<file path="src/rtl/checksum_sched.sv">
// checksum_sched: round-robin scheduler sharing one byte-wide Internet-checksum engine
// among N_REQ byte-stream requesters. Optional stall abort: define CKSCHED_TIMEOUT_EN.

module checksum_sched_chk (
  input logic clk,
  input logic rst,
  input logic chk_en,
  input logic parity,
  input logic ck_phase
);
  a_parity_phase: assert property (@(posedge clk) disable iff (rst) chk_en |-> (parity == ck_phase));
endmodule

module checksum_sched #(
  parameter int N_REQ       = 2,
  parameter int TIMEOUT_CYC = 255
) (
  input  logic               clk,
  input  logic               rst,
  input  logic [N_REQ-1:0]   req,
  output logic [N_REQ-1:0]   grant,
  input  logic [N_REQ-1:0]   in_valid,
  input  logic [8*N_REQ-1:0] in_data,
  input  logic [N_REQ-1:0]   in_last,
  output logic [N_REQ-1:0]   in_ready,
  output logic [N_REQ-1:0]   done,
  output logic               err,
  output logic [15:0]        sum_out,
  output logic               ck_clr,
  output logic               ck_en,
  output logic [7:0]         ck_data,
  input  logic [15:0]        ck_sum,
  input  logic               ck_phase
);
  localparam int PW = (N_REQ > 1) ? $clog2(N_REQ) : 1;

  typedef enum logic [2:0] {
    S_IDLE   = 3'd0,
    S_CLR    = 3'd1,
    S_STREAM = 3'd2,
    S_PAD    = 3'd3,
    S_DONE   = 3'd4
  } state_t;

  state_t           state_r, state_s;
  logic [PW-1:0]    ptr_r, ptr_s;
  logic [PW-1:0]    gidx_r, gidx_s;
  logic [N_REQ-1:0] grant_r, grant_s;
  logic             parity_r, parity_s;
  logic             abort_r, abort_s;
  logic [N_REQ-1:0] done_r;
  logic             err_r;
  logic [15:0]      sum_r;

  logic             pick_found_s;
  logic [PW-1:0]    pick_idx_s;
  logic             valid_g_s;
  logic             last_g_s;
  logic [7:0]       data_g_s;
  logic             timeout_s;

  assign valid_g_s = in_valid[gidx_r];
  assign last_g_s  = in_last[gidx_r];
  assign data_g_s  = in_data[{gidx_r, 3'b000} +: 8];

  assign grant   = grant_r;
  assign done    = done_r;
  assign err     = err_r;
  assign sum_out = sum_r;

  // Round-robin pick: first set req at or after the pointer, wrapping at N_REQ.
  always_comb begin
    logic [PW:0]   sum_v;
    logic [PW-1:0] idx_v;
    pick_found_s = 1'b0;
    pick_idx_s   = {PW{1'b0}};
    sum_v        = {(PW+1){1'b0}};
    idx_v        = {PW{1'b0}};
    for (int k = 0; k < N_REQ; k++) begin
      sum_v        = {1'b0, ptr_r} + (PW+1)'(k);
      idx_v        = (sum_v >= (PW+1)'(N_REQ)) ? PW'(sum_v - (PW+1)'(N_REQ)) : PW'(sum_v);
      pick_idx_s   = (!pick_found_s && req[idx_v]) ? idx_v : pick_idx_s;
      pick_found_s = pick_found_s | req[idx_v];
    end
  end

`ifdef CKSCHED_TIMEOUT_EN
  localparam int TW = $clog2(TIMEOUT_CYC + 1);
  logic [TW-1:0] stall_r;

  assign timeout_s = (state_r == S_STREAM) && !valid_g_s && (stall_r == TW'(TIMEOUT_CYC - 1));

  // Consecutive stall counter, cleared by any accepted byte or leaving STREAM.
  always_ff @(posedge clk or posedge rst) begin
    if (rst) begin
      stall_r <= {TW{1'b0}};
    end else if ((state_r != S_STREAM) || valid_g_s) begin
      stall_r <= {TW{1'b0}};
    end else begin
      stall_r <= stall_r + TW'(1);
    end
  end
`else
  logic unused_timeout_s;
  assign unused_timeout_s = (TIMEOUT_CYC > 0);
  assign timeout_s        = 1'b0;
`endif

  // Next-state and engine/requester handshake decode.
  always_comb begin
    state_s  = state_r;
    ptr_s    = ptr_r;
    gidx_s   = gidx_r;
    grant_s  = grant_r;
    parity_s = parity_r;
    abort_s  = abort_r;
    in_ready = {N_REQ{1'b0}};
    ck_clr   = 1'b0;
    ck_en    = 1'b0;
    ck_data  = 8'h00;
    case (state_r)
      S_IDLE: begin
        if (pick_found_s) begin
          state_s = S_CLR;
          gidx_s  = pick_idx_s;
          grant_s = {{(N_REQ-1){1'b0}}, 1'b1} << pick_idx_s;
          abort_s = 1'b0;
        end else begin
          state_s = S_IDLE;
        end
      end
      S_CLR: begin
        ck_clr   = 1'b1;
        parity_s = 1'b0;
        state_s  = S_STREAM;
      end
      S_STREAM: begin
        in_ready = grant_r;
        ck_en    = valid_g_s;
        ck_data  = data_g_s;
        if (valid_g_s) begin
          parity_s = ~parity_r;
          if (last_g_s) begin
            // An odd total leaves a half word in the engine; flush it with a zero byte.
            state_s = parity_r ? S_DONE : S_PAD;
          end else begin
            state_s = S_STREAM;
          end
        end else if (timeout_s) begin
          state_s = S_DONE;
          abort_s = 1'b1;
        end else begin
          state_s = S_STREAM;
        end
      end
      S_PAD: begin
        ck_en    = 1'b1;
        ck_data  = 8'h00;
        parity_s = ~parity_r;
        state_s  = S_DONE;
      end
      S_DONE: begin
        ptr_s   = (gidx_r == PW'(N_REQ - 1)) ? {PW{1'b0}} : gidx_r + PW'(1);
        grant_s = {N_REQ{1'b0}};
        state_s = S_IDLE;
      end
      default: begin
        state_s = S_IDLE;
        grant_s = {N_REQ{1'b0}};
      end
    endcase
  end

  // State registers; done/err/sum_out are registered off the DONE state.
  always_ff @(posedge clk or posedge rst) begin
    if (rst) begin
      state_r  <= S_IDLE;
      ptr_r    <= {PW{1'b0}};
      gidx_r   <= {PW{1'b0}};
      grant_r  <= {N_REQ{1'b0}};
      parity_r <= 1'b0;
      abort_r  <= 1'b0;
      done_r   <= {N_REQ{1'b0}};
      err_r    <= 1'b0;
      sum_r    <= 16'h0000;
    end else begin
      state_r  <= state_s;
      ptr_r    <= ptr_s;
      gidx_r   <= gidx_s;
      grant_r  <= grant_s;
      parity_r <= parity_s;
      abort_r  <= abort_s;
      done_r   <= (state_r == S_DONE) ? grant_r : {N_REQ{1'b0}};
      err_r    <= (state_r == S_DONE) && abort_r;
      if ((state_r == S_DONE) && !abort_r) begin
        sum_r <= ck_sum;
      end
    end
  end

  checksum_sched_chk u_chk (
    .clk      (clk),
    .rst      (rst),
    .chk_en   ((state_r == S_STREAM) || (state_r == S_PAD)),
    .parity   (parity_r),
    .ck_phase (ck_phase)
  );

endmodule

</file>
<file path="config.mk">
export PLATFORM = sky130hd
export DESIGN_NAME = checksum_sched
export DESIGN_NICKNAME = d
export VERILOG_FILES = /design/src/rtl/checksum_sched.sv
export SDC_FILE = /design/constraint.sdc
export NUM_CORES = 1
export LEC_CHECK = 0
export BUFFER_PORTS_ARGS = -buffer_cell sky130_fd_sc_hd__buf_2
export CAP_MARGIN = 20
export CORE_MARGIN = 2
export CORE_UTILIZATION = 30
export CTS_CLUSTER_SIZE = 25
export DETAILED_ROUTE_END_ITERATION = 6
export GPL_ROUTABILITY_DRIVEN = 1
export HOLD_SLACK_MARGIN = 0.06
export PLACE_DENSITY = 0.62
export SLEW_MARGIN = 10
export SYNTH_ARGS = -nofsm -noshare
export SYNTH_HDL_FRONTEND = slang
export SYNTH_SLANG_ARGS = --single-unit
</file>
<file path="constraint.sdc">
create_clock -name clk -period 1.45 [get_ports clk]
set_input_delay 0.2175 -clock clk [delete_from_list [all_inputs] [get_ports clk]]
set_output_delay 0.2175 -clock clk [all_outputs]
set_load 0.1 [all_outputs]
</file>
### After elaboration in Yosys (flattened, before gate mapping)

Cells that the tools add are included.

| operators by class | value |
|---|---|
| $lt $le $gt $ge | 5 |
| shift operators | 2 |
| $add $sub $neg | 4 |
| bitwise gates (word level) | 3 |
| equality and inequality tests | 6 |
| reductions and logical operators | 8 |
| mux-type cells | 27 |

Operator list:

| cell | number |
|---|---|
| two-way mux 1 bit | 16 |
| indexed part select 16 x 5 -> 8 bit | 1 |
| case mux 3 bit (4 select lines) | 1 |
| two-way mux 3 bit | 3 |
| two-way mux 8 bit | 1 |
| equality test 3 x 2 -> 1 bit, second input constant | 2 |
| less-than comparator 1 x 2 -> 1 bit, second input constant | 3 |
| two-way mux 2 bit | 3 |
| AND reduction 2 bit | 3 |
| inequality test 2 bit, second input constant | 2 |
| case mux 2 bit (2 select lines) | 1 |
| equality test 3 x 1 -> 1 bit, second input constant | 1 |
| equality test 3 bit, second input constant | 1 |
| logical NOT 3 bit | 1 |
| case mux 1 bit (3 select lines) | 1 |
| nonzero test 3 bit | 1 |
| OR reduction 3 bit | 1 |
| adder 1 x 1 -> 2 bit, second input constant | 1 |
| greater-or-equal comparator 1 x 2 -> 1 bit, second input constant | 1 |
| greater-or-equal comparator 2 bit, second input constant | 1 |
| inverter 1 bit | 2 |
| case mux 1 bit (2 select lines) | 1 |
| left shift 1 x 1 -> 2 bit, first input constant | 1 |
| subtractor 1 bit, second input constant | 2 |
| 4 further kinds | 4 |

| storage, ports and cells | value |
|---|---|
| input bits | 41 |
| word-level logic and storage cells | 62 |
| flip-flop bits (word level) | 26 |
| output and inout port bits | 33 |

### Logic depth before layout (Yosys ltp)

Gate-level depths: netlist (run 1).

| depth | value |
|---|---|
| depth in word-level cells | 10 |
| gate-level depth with buffers | 5 |
| gate-level depth less buffers | 3 |

### Least setup slack after synthesis (run 1)

Ideal clock, no wire load.

| timing | value |
|---|---|
| path type | register -> register |
| start point | reg state_r[0] |
| end point | reg state_r[1] |
| clock period less this slack | 3111 ps |
| setup time | 83 ps |
| data arrival time | 3028 ps |
| setup slack | -1661 ps |
| path buffers | 1 |
| cell stages (with the launch flop) | 4 |
| required time | 1367 ps |
| cells stage by stage | dfrtp_1 -> buf_2 -> nor3b_1 -> o21bai_1 |

| on the way | value |
|---|---|
| word-level cells in the longest chain between the ends | 2 |
| elaborated cells between the ends (all ways) | 5 |
| those cells by class | 3 x eq/ne; 1 x mux; 1 x reduce/logical |

RTL lines:

| what | line | source |
|---|---|---|
| start: declaration | 45 | `state_t state_r, state_s;` |
| start signal: assignment | 187 | `state_r <= state_s;` |
| equality test 3 x 2 -> 1 bit, or another cell as far along | 121 | `case (state_r)` |
| case mux 3 bit (4 select lines) (*) | 121 |  |
| net state_s[1] | 45 |  |

The timed path passes the listed nets; every way through them passes the cells marked *.
A chain may end at the register's enable or synchronous reset.

### Worst setup path in the final report (run 1)

| timing | value |
|---|---|
| start point | reg state_r[2] |
| end point | out ck_data[1] |

| on the way | value |
|---|---|
| word-level cells in the longest chain between the ends | 2 |

RTL lines:

| what | line | source |
|---|---|---|
| equality test 3 x 2 -> 1 bit | 121 |  |
| two-way mux 8 bit | 121 |  |
| end: declaration | 31 | `output logic [7:0] ck_data,` |

Every way passes these cells.

==> impl_metrics.ini, run 1 <==
[min_path]
holdPathEnd = grant[0]
hold_class = input pin to flip-flop
hold_start = req[1]
hold_path_depth = 2

[routing]
drc = 0
via_count = 1127
wl_per_cell_um = 13.46
firstDrtPassIters = 4
final_antenna_net_count = 0
drtIter0Drc = 20
viasPerCell = 4.657
totalWireLength_mm = 3.257

[sta]
hold_violations = 0
slew_violations = 0
finalCritPeriodShare_pct = 116.5
fmax_mhz = 592.2
skew_ps = 0.8621
setup_violations = 28
rsz0062_at_grt = true
period_minus_slack_ps = 1689
timing.final.ws_setup_ps = -238.7

[floorplan]
top_level_ports = 74
start_util_pct = 31.09
num_rows = 23
fp.dieW_um = 68.39
core_area_um2 = 4000
die_area_um2 = 4677
die_h_um = 68.39

[setup_path]
cp.arrival_ps = 1470
slowest_delay_ps = 410
reg2regPathDepth = 5
path_buf_inv = 2
r2r_slack_ps = -70
crit_path_end_kind = output pin
reg2reg_from = state_r[0]
path_common_cell = buf_12
crit_chain = and2b_2 > nand2b_4 > buf_12 > nor2_4 > buf_12
r2r_end = sum_out[4]
critPathKind = flip-flop to output pin
required_ps = 1230
worstSetupStartpointType = flip-flop
path_max_fanout = 5
crit_family = simple AND/OR/NAND/NOR gates
cp_slowest_cell = dfrtp_2

[cts]
clk_latency_ps = 260
clock_path_buffers = 2
cts_buffers = 3
cts_sinks = 26
clkSlewWorstSetupHoldPaths_ps = 90
cts_tree = done
htreeDepth = 1
clockRootBuffer = clkbuf_8

[final_layout]
layout-drive-gt1-share_pct = 67.71
n_antenna_cell = 0
design_area_um2 = 2235
num-nets-final = 234
fillers = 342
syn2layout_area_growth_pct = 79.68
post-route-util_pct = 55.86

[synthesis]
yosys.area.top_type = dfrtp_1
syn_nets = 146
synth_seq_area_share_pct = 52.31
syn-cell-area_um2 = 1244
ys_types = 31
synth-seq-cells = 26
synth.avg_cell_area_um2 = 11.84
yosysMostFrequentCell = dfrtp_1
synth-edff-count = 0
netlist_instances = 105
async_flop_share_pct = 100.0
synth_top_area_share_pct = 52.31
synth_top_cells_by_count = dfrtp_1, mux2_2, nor2_1
synth.area.top_cells = dfrtp_1, mux2_2, mux2i_1
yosysWarnings = 0
synth_flop_cell = dfrtp_1

[place]
gp_congestion = 0.7347
port_buffers = 71
dpl_cell_area_um2 = 1982
dp_hpwl_mm = 2.444

[global_routing]
grt_util_met2_pct = 26.80
grt_pass1_wl_mm = 4.705
antenna_found_initial = 0
grt.total_usage_pct = 13.51
use_met3_pct = 2.961
grtUsageMet1_pct = 13.24
grt_max_degree = 27
grt_pass1_vias = 1144
grt_remaining_overflow = 0
grt.busiest_layer = met2

[status]
failed_checks = negative setup slack
status = finished, violations left

[run]
maxCapViolations = 0
repair_timing:
item,CTS,global route
setup buffers,3,5
hold buffers,1,0
gates resized for setup,4,7
endpoints found under the hold margin,26,0
cloned,1,2
pin swaps,3,4
endpoints found under the setup margin,12,28
sequential cells by signal, summed over array words and instances, names as in the netlist:
register,cells
ptr_r,1
parity_r,1
sum_out,16
gidx_r,1
state_r,3
done,2
grant,2
layer usage:
| metal | vias to the layer above | wire length [µm] |
|---|---|---|
| li1 | 539 | - |
| met1 | 521 | 1225 |
| met2 | 61 | 1661 |
| met3 | 6 | 323 |
| met4 | 0 | 47 |
| met5 | - | 0 |
worst max path at each step:
| stage | startpoint | end | depth (start not counted) |
|---|---|---|---|
| after floorplan | state_r[2] | ck_data[0] | 4 |
| after global placement | state_r[2] | ck_data[2] | 5 |
| after detailed placement | state_r[2] | ck_data[1] | 5 |
| after CTS | state_r[2] | in_ready[0] | 5 |
| after global routing | state_r[2] | ck_data[7] | 5 |
| final | state_r[2] | ck_data[1] | 5 |
area by class of cell:
class | instances | area, µm² | share of cell area, %
clock buffers | 3 | 41.29 | 1.848
clock inverters | 1 | 30.03 | 1.344
inverters | 4 | 15.01 | 0.6719
multi-input cells | 68 | 645.6 | 28.89
flip-flops and latches | 26 | 655.6 | 29.34
well taps | 50 | 62.56 | 2.800
repair buffers | 90 | 784.5 | 35.11
through the flow:
| step | std cells | setup TNS, ps | setup WS (ps) | hold WS [ps] |
|---|---|---|---|---|
| finish | 242 | -3207 | -238.7 | 170.5 |
| global route | 242 | -4315 | -294.9 | 165.7 |
| CTS | 235 | -2813 | -254.6 | 170.7 |
| detailed placement | 227 | -1.465 | -1.465 | 285.4 |
| global placement | 227 | 0 | 40.09 | 280.5 |
| floorplan | 105 | -2225 | -185.9 | 257.3 |
worst register-to-register path, cell delays in order (launching register included):
cell and delay [ps]:
dfrtp_1 410, buf_4 160, nor3b_4 220, buf_6 150
clkbuf_16 140, mux2_2 330
placed cells by master, fill, tap and decap left out, types with 2 or more instances in the layout:
master | synthesis | final
nand3_1 | 2 | 2
dfrtp_2 | 0 | 4
buf_4 | 3 | 9
clkbuf_16 | 0 | 2
buf_6 | 1 | 3
a21oi_1 | 4 | 4
dfrtp_1 | 26 | 22
nor2_1 | 12 | 2
inv_1 | 4 | 4
nand2b_1 | 4 | 3
buf_12 | 0 | 15
buf_2 | 3 | 59
mux2_4 | 1 | 2
and2_1 | 2 | 2
nor2_4 | 0 | 10
nor3b_4 | 0 | 2
mux2_2 | 15 | 15
clkbuf_8 | 0 | 3
mux2i_1 | 9 | 8
logic make-up after synthesis:
group                  after synthesis  share of synthesized area, %
and+or+nand+nor                     28                         12.17
muxes                               26                         22.94
DFF                                 26                         52.31
AOI/OAI and AO/OA                   13                         7.143
buffers and inverters               11                         5.130
other                                1                        0.3015
Power of run 1 is not shown: default switching activity piles up to over one toggle a cycle in this logic, so the estimate is an artifact.
==> run 2: changes to the inputs <==
--- a/config.mk
+++ b/config.mk
@@ -5,7 +5,7 @@
 export SDC_FILE = /design/constraint.sdc
 export NUM_CORES = 1
 export LEC_CHECK = 0
-export BUFFER_PORTS_ARGS = -buffer_cell sky130_fd_sc_hd__buf_2
+export BUFFER_PORTS_ARGS = -buffer_cell sky130_fd_sc_hd__buf_4
 export CAP_MARGIN = 20
 export CORE_MARGIN = 2
 export CORE_UTILIZATION = 30
==> impl_metrics.ini, run 2 (synthesized netlist as in run 1, its figures left out) <==
[cts]
clockRootBuffer = clkbuf_8
cts_buffers = 3
clk_latency_ps = 260
clock_path_buffers = 2
clkSlewWorstSetupHoldPaths_ps = 80
cts_sinks = 26
cts_tree = done
htreeDepth = 1

[global_routing]
antenna_found_initial = 0
grt_max_degree = 27
grt_pass1_wl_mm = 4.774
grt.total_usage_pct = 13.90
grt_remaining_overflow = 0
grt_pass1_vias = 1108

[final_layout]
largest_register_ff_count = 16
num-nets-final = 228
n_antenna_cell = 0
final_cell_mix = buf_4, dfrtp_1, mux2_2, buf_12, nor2_4
final_common_cell = buf_4
syn2layout_area_growth_pct = 81.69
layout-drive-gt1-share_pct = 65.05
fillers = 340

[routing]
final_antenna_net_count = 0
wl_per_cell_um = 13.31
via_count = 1093
firstDrtPassIters = 2
totalWireLength_mm = 3.140
drc = 0
drtIter0Drc = 28
viasPerCell = 4.631

[sta]
finalCritPeriodShare_pct = 115.0
setup_violations = 12
period_minus_slack_ps = 1667
fmax_mhz = 599.7
rsz0062_at_grt = true
fin_tns_setup_ps = -2330
skew_ps = 1.613
hold_violations = 0
timing.final.ws_setup_ps = -217.4
slew_violations = 0

[floorplan]
die_h_um = 68.39
die_area_um2 = 4677
fp.dieW_um = 68.39
start_util_pct = 31.09
top_level_ports = 74
num_rows = 23
core_area_um2 = 4000

[run]
maxCapViolations = 0

[place]
dp_slack_ps = -14.76
dp_hpwl_mm = 2.407
port_buffers = 71
gp_congestion = 0.7510

[setup_path]
r2r_end = sum_out[0]
path_max_fanout = 5
reg2reg_from = state_r[0]
worstSetupStartpointType = flip-flop
reg2regPathDepth = 4
critPathKind = flip-flop to output pin
cp.arrival_ps = 1450
r2r_slack_ps = 10
required_ps = 1230
crit_path_end_kind = output pin

[status]
failed_checks = negative setup slack
status = finished, violations left

[min_path]
hold_start = req[1]
holdPathEnd = grant[0]
hold_path_depth = 2
hold_class = input pin to flip-flop
-- run 2: layout make-up --
type                            instances  area (µm²)  area share (%)
Multi-Input combinational cell         68       631.9           27.96
Tap cell                               50       62.56           2.769
Clock buffer                            4       55.05           2.436
Timing Repair Buffer                   84       840.8           37.21
Sequential cell                        26       654.4           28.96
Inverter                                4       15.01          0.6645
-- run 2: worst max-delay path by stage --
stage / start / end / depth (start not counted)
after floorplan: state_r[2] / ck_data[0] / 4
after global placement: state_r[2] / ck_data[4] / 5
after detailed placement: state_r[2] / ck_data[1] / 5
after CTS: state_r[2] / ck_data[1] / 5
after global routing: state_r[2] / ck_data[0] / 5
final: state_r[2] / ck_data[1] / 5
-- run 2: metal layers --
layer | vias up | routed length, µm | track usage [%]
li1 | 528 | - | -
met1 | 509 | 1055 | 13.58
met2 | 54 | 1749 | 28.85
met3 | 2 | 330 | 2.961
met4 | 0 | 4 | 3.000
met5 | - | 0 | 0
-- run 2: repair_timing --
item | CTS | global route
resized for setup | 40 | 0
hold endpoints to repair | 26 | 0
buffers inserted | 3 | 0
setup endpoints to repair | 12 | 28
pin swaps | 1 | 0
cloned | 1 | 0
hold buffers | 1 | 0
-- run 2: worst max-delay path, cell delays in order, from the launching register on --
cell,delay [ps]
dfrtp_2,410
and2b_2,240
nand2b_4,100
buf_12,160
nor2_4,100
buf_12,180
-- run 2: per-stage QoR --
stage	util [%]	instances	area (µm²)	hold WS, ps
after floorplan	-	105	1341	257.3
after global placement	49.48	227	1979	292.2
after detailed placement	49.48	227	1979	303.9
after CTS	56.49	236	2260	167.5
after global routing	56.49	236	2260	170.0
final	56.49	236	2260	174.9
Power of run 2 is left out for the same reason.
